==> src/rtl/alu_op_sequencer.sv <==
// rtl/alu_op_sequencer.sv - accumulator owner and repeat-count sequencer for the shared combinational Alu
module alu_op_sequencer #(
   parameter int WIDTH = 8,
   parameter int CNT_W = 4
) (
   input  logic             Clk,
   input  logic             Rst,
   input  logic             cmd_valid,
   output logic             cmd_ready,
   input  logic             cmd_load,
   input  logic [2:0]       cmd_op,
   input  logic [WIDTH-1:0] cmd_operand,
   input  logic [CNT_W-1:0] cmd_repeat,
   input  logic             halt,
   output logic [WIDTH-1:0] AC,
   output logic [WIDTH-1:0] BusOut,
   output logic [2:0]       ALU_OP,
   input  logic [WIDTH-1:0] result_ac,
   output logic             busy,
   output logic             done,
   output logic [CNT_W-1:0] iter_left
);

   localparam logic [2:0] OP_IDLE = 3'b000;

   typedef enum logic [1:0] {
      ST_IDLE,
      ST_EXEC,
      ST_DONE
   } state_t;

   state_t           state;
   state_t           state_nxt;
   logic [WIDTH-1:0] ac_nxt;
   logic [WIDTH-1:0] bus_nxt;
   logic [2:0]       op_nxt;
   logic [CNT_W-1:0] iter_nxt;
   logic             accept;

   assign cmd_ready = (state == ST_IDLE);
   assign busy      = (state == ST_EXEC) || (state == ST_DONE);
   assign done      = (state == ST_DONE);
   // halt deliberately does not gate acceptance; it only freezes EXEC
   assign accept    = cmd_valid && cmd_ready;

   always_comb begin
      state_nxt = state;
      ac_nxt    = AC;
      bus_nxt   = BusOut;
      op_nxt    = ALU_OP;
      iter_nxt  = iter_left;
      case (state)
         ST_IDLE: begin
            if (accept) begin
               if (cmd_load) begin
                  ac_nxt    = cmd_operand;
                  state_nxt = ST_DONE;
               end else begin
                  bus_nxt   = cmd_operand;
                  op_nxt    = cmd_op;
                  iter_nxt  = cmd_repeat;
                  state_nxt = ST_EXEC;
               end
            end
         end
         ST_EXEC: begin
            if (!halt) begin
               ac_nxt = result_ac;
               if (iter_left == '0) begin
                  // drop to the idle opcode as DONE is entered
                  op_nxt    = OP_IDLE;
                  state_nxt = ST_DONE;
               end else begin
                  iter_nxt = iter_left - CNT_W'(1);
               end
            end
         end
         ST_DONE: begin
            state_nxt = ST_IDLE;
         end
         default: begin
            op_nxt    = OP_IDLE;
            state_nxt = ST_IDLE;
         end
      endcase
   end

   always_ff @(posedge Clk) begin
      if (Rst) begin
         state     <= ST_IDLE;
         AC        <= '0;
         BusOut    <= '0;
         ALU_OP    <= OP_IDLE;
         iter_left <= '0;
      end else begin
         state     <= state_nxt;
         AC        <= ac_nxt;
         BusOut    <= bus_nxt;
         ALU_OP    <= op_nxt;
         iter_left <= iter_nxt;
      end
   end

endmodule

==> config.mk <==
export PLATFORM = sky130hd
export DESIGN_NAME = alu_op_sequencer
export DESIGN_NICKNAME = d
export VERILOG_FILES = /design/src/rtl/alu_op_sequencer.sv
export SDC_FILE = /design/constraint.sdc
export NUM_CORES = 1
export LEC_CHECK = 0
export CAP_MARGIN = 30
export CELL_PAD_IN_SITES_DETAIL_PLACEMENT = 1
export CELL_PAD_IN_SITES_GLOBAL_PLACEMENT = 2
export CORE_MARGIN = 1
export CORE_UTILIZATION = 21
export DETAILED_ROUTE_END_ITERATION = 7
export PLACE_DENSITY_LB_ADDON = 0.1
export SLEW_MARGIN = 20
export SYNTH_ARGS = -nofsm -noshare
export SYNTH_HDL_FRONTEND = slang
export SYNTH_SLANG_ARGS = --single-unit
==> constraint.sdc <==
create_clock -name Clk -period 2 [get_ports Clk]
set_clock_uncertainty 0.15 [all_clocks]
set_input_delay 0.4 -clock Clk [delete_from_list [all_inputs] [get_ports Clk]]
set_output_delay 0.4 -clock Clk [all_outputs]
set_load 0.005 [all_outputs]
==> implementation parameters <==
Parameter                              Value

Status
  Result of the run ... finished clean

STA
  Final worst slack ... 0.04449 ns
  Worst rel slew slack ... 0.7508
  # setup viols final ... 0
  Shortest clock period the worst path allows after layout ... 1.956 ns
  Pin slew with the least headroom to its limit ... 0.3688 ns
  Hold violation count in the final report ... 0
  Fin. max-slew vios ... 0
  Unrepaired setup endpoints after global routing ... true
  Tcrit/Tclk final ... 0.9778
  Highest clock rate ... 0.5114 GHz

Place
  Minimum setup slack after placement ... -0.2691 ns
  Placed Instance Area ... 1953 um2
  Last weighted congestion value of the routability-driven placer ... 0.7526
  # port buffers ... 53
  Placed wire-length estimate ... 3.110 mm

Clocking
  Worst-path clk slew ... 0.10 ns
  Source-to-sink clock delay at the later pin of the worst-skew pair ... 0.27 ns
  TritonCTS clock tree ... built
  Hold buffers post-CTS ... 0
  Num Clock Sinks ... 25
  Total clock buffers created by CTS ... 3
  Root Buffer Master ... clkbuf_8
  Count of H-tree levels built during CTS ... 1
  Buffer levels on the longest clock path ... 2

Global route
  Vias in the first global route ... 1,272
  Number of antenna violations at the first check in global routing ... 0
  Global Route Usage Sum ... 0.1340
  Wire length of the first global-routing pass ... 6.451 mm
  Overflow left after global routing ... 0
  Pin count of the biggest net entering global routing ... 17

Critical path
  Critical path start-end classification ... reg2reg
  Type of element capturing the critical path ... flop
  Worst reg2reg path depth ... 6
  WP data required ... 2.02 ns
  CP startpoint kind ... flop
  Crit path launch ... iter_left[1]
  Capture point of the critical path ... ALU_OP[2]
  Maximum fanout along the worst path ... 6
  Crit Reg-Reg Startpoint ... iter_left[1]
  Reg-to-reg slack, setup ... 0.04 ns
  Data arrival at the endpoint of the critical path ... 1.98 ns
  Reg2Reg Capture Point ... ALU_OP[2]

Floorplan
  Die Y ... 78.49 um
  Total I/O pin count ... 54
  Total number of placement rows ... 27
  Die X ... 78.49 um
  Total die area ... 6161 um2
  Area inside the core boundary ... 5574 um2
  Initial cell density of the core ... 0.2204

Synthesis
  Cell type contributing the most total cell area after synthesis ... dfxtp_1
  Cell area after synthesis ... 1229 um2
  Portion of the post-synthesis area used by sequential elements ... 0.4073
  Top cell type's share of synthesized area ... 0.4073
  Post-synthesis async set-or-reset flop share ... 0
  Number of standard cells after synthesis ... 141
  Number of enable-type register cells in the synthesized netlist ... 0
  Most used standard cell by instance count after synthesis ... dfxtp_1
  Post-Syn Area per Cell ... 8.714 um2
  Netlist cell types ... 33
  Total number of yosys warnings ... 0
  Post-synthesis register bit count ... 25
  Primary FF master, synth ... dfxtp_1
  Post-Synthesis Net Count ... 174
  Leading post-synthesis cells by instance count ... dfxtp_1 (25), nand2_1 (20), a21oi_1 (15), nor2_1 (12)
  Leading post-synthesis cells by cell area ... dfxtp_1 (41%), mux2i_1 (6.5%), a21oi_1 (6.1%), nand2_1 (6.1%), ha_1 (5.1%)

Drt
  Routed wire length per instance ... 14.33 um
  DR iter-0 viols ... 23
  Total wire length ... 4.026 mm
  Ratio of routed vias to standard cells ... 4.473
  Count of antenna-violating nets left after detailed routing ... 0
  Number of DRC violations after detailed routing ... 0
  Via count ... 1,257
  Number of optimization iterations in the first detailed-route pass ... 4

Final layout
  Area added between synthesis and finish ... 71.18%
  Diodes inserted ... 0
  Sequential cell area in the final layout ... 504.2 um2
  Share of final-layout standard cells stronger than drive strength 1 ... 0.2201
  Fin nets ... 243
  Final design instance area without fill ... 2103 um2
  Filler cell count in the final layout ... 650
  Multi-input logic area ... 748.2 um2

Pwr
  Cell leakage power ... 0.7729 nW
  Power per cell area ... 660.3 nW/um2
  Worst voltage drop across the vdd grid ... 0.0002749 V

Hold path
  Type of the most critical hold path ... reg2reg
  Hold Path Origin ... BusOut[0]

Run
  Number of violations of the max-capacitance limit ... 0
-- how the worst min path moves through the flow --
stage	end	slack, ns	cells after the start
finish	BusOut[0]	0.31	2
global route	BusOut[0]	0.34	2
CTS	BusOut[0]	0.31	2
detailed placement	BusOut[0]	0.30	2
global placement	BusOut[0]	0.30	2
floorplan	BusOut[0]	0.30	2
-- area by class of cell --
type | instances | area share
Clock buffer | 3 | 0.01963
Tap cell | 72 | 0.04283
Inverter | 5 | 0.008923
Multi-Input combinational cell | 103 | 0.3557
Timing Repair Buffer | 72 | 0.3296
Clock inverter | 1 | 0.003569
Sequential cell | 25 | 0.2397
-- registers in the layout (all words and copies together), names as in the netlist --
| name | cells |
|---|---|
| AC | 8 |
| ALU_OP | 3 |
| BusOut | 8 |
| iter_left | 4 |
| state | 2 |
-- what timing repair did --
item,CTS,global route
endpoints found under the setup margin,6,6
pin swaps,2,9
buffers inserted,1,1
gates resized for setup,9,16
-- where the power goes --
group          internal [mW]  switching, mW
clock                  0.141          0.178
sequential             0.545         0.0271
combinational          0.287          0.211
total                  0.973          0.416
-- per-stage QoR --
step	power, mW	TNS (ns)	cells	utilization	hold slack, ns
final	1.389	0	281	0.3773	0.3096
after global routing	1.480	-0.04937	281	0.3773	0.3383
after CTS	1.394	0	280	0.3659	0.3143
after detailed placement	1.043	-1.164	275	0.3504	0.3003
after global placement	1.032	-0.8260	275	0.3504	0.2950
after floorplan	0.7885	0	141	-	0.3027
-- worst max-delay path, cell delays in order (launching register included) --
cell and delay, ns:
dfxtp_2 0.33, inv_2 0.06, ha_4 0.15, or4b_4 0.50, a221oi_4 0.43, nand2b_1 0.18, a21oi_2 0.06
-- per-layer routing --
layer / up-vias / track usage / part of all wire
met1: 593 / 0.1733 / 0.48
met3: 2 / 0.02209 / 0.043
met4: 0 / 0.04444 / 0.0062
met5: - / 0 / 0
li1: 629 / - / -
met2: 33 / 0.2246 / 0.47
-- cell families (layout without fill, tap and decap cells) --
kind of cell,Yosys count,count (layout),synth area share
AOI/OAI and AO/OA,36,36,0.2118
xor gates and xnor gates,1,1,0.007130
adders and majority gates,5,5,0.05092
buffers and inverters,13,81,0.04481
DFF,25,25,0.4073
muxes,8,8,0.06518
and+or+nand+nor,53,53,0.2128
-- layout by cell type (no fill, tap or decap), types with 2 or more instances in the layout --
master and instances:
clkdlybuf4s50_1 50, dfxtp_1 22, nand2_1 20, buf_4 18
nor2_1 12, a21oi_1 11, mux2i_1 8, a211oi_1 8
nand2b_1 6, inv_2 4, a21oi_2 4, nand3_2 3
nor2b_1 3, ha_4 3, clkbuf_8 3, dlymetal6s2s_1 3
dfxtp_2 3, nand3_1 2, o31ai_1 2, a21o_1 2
o21ai_0 2
(Power assumes the default switching activity.)
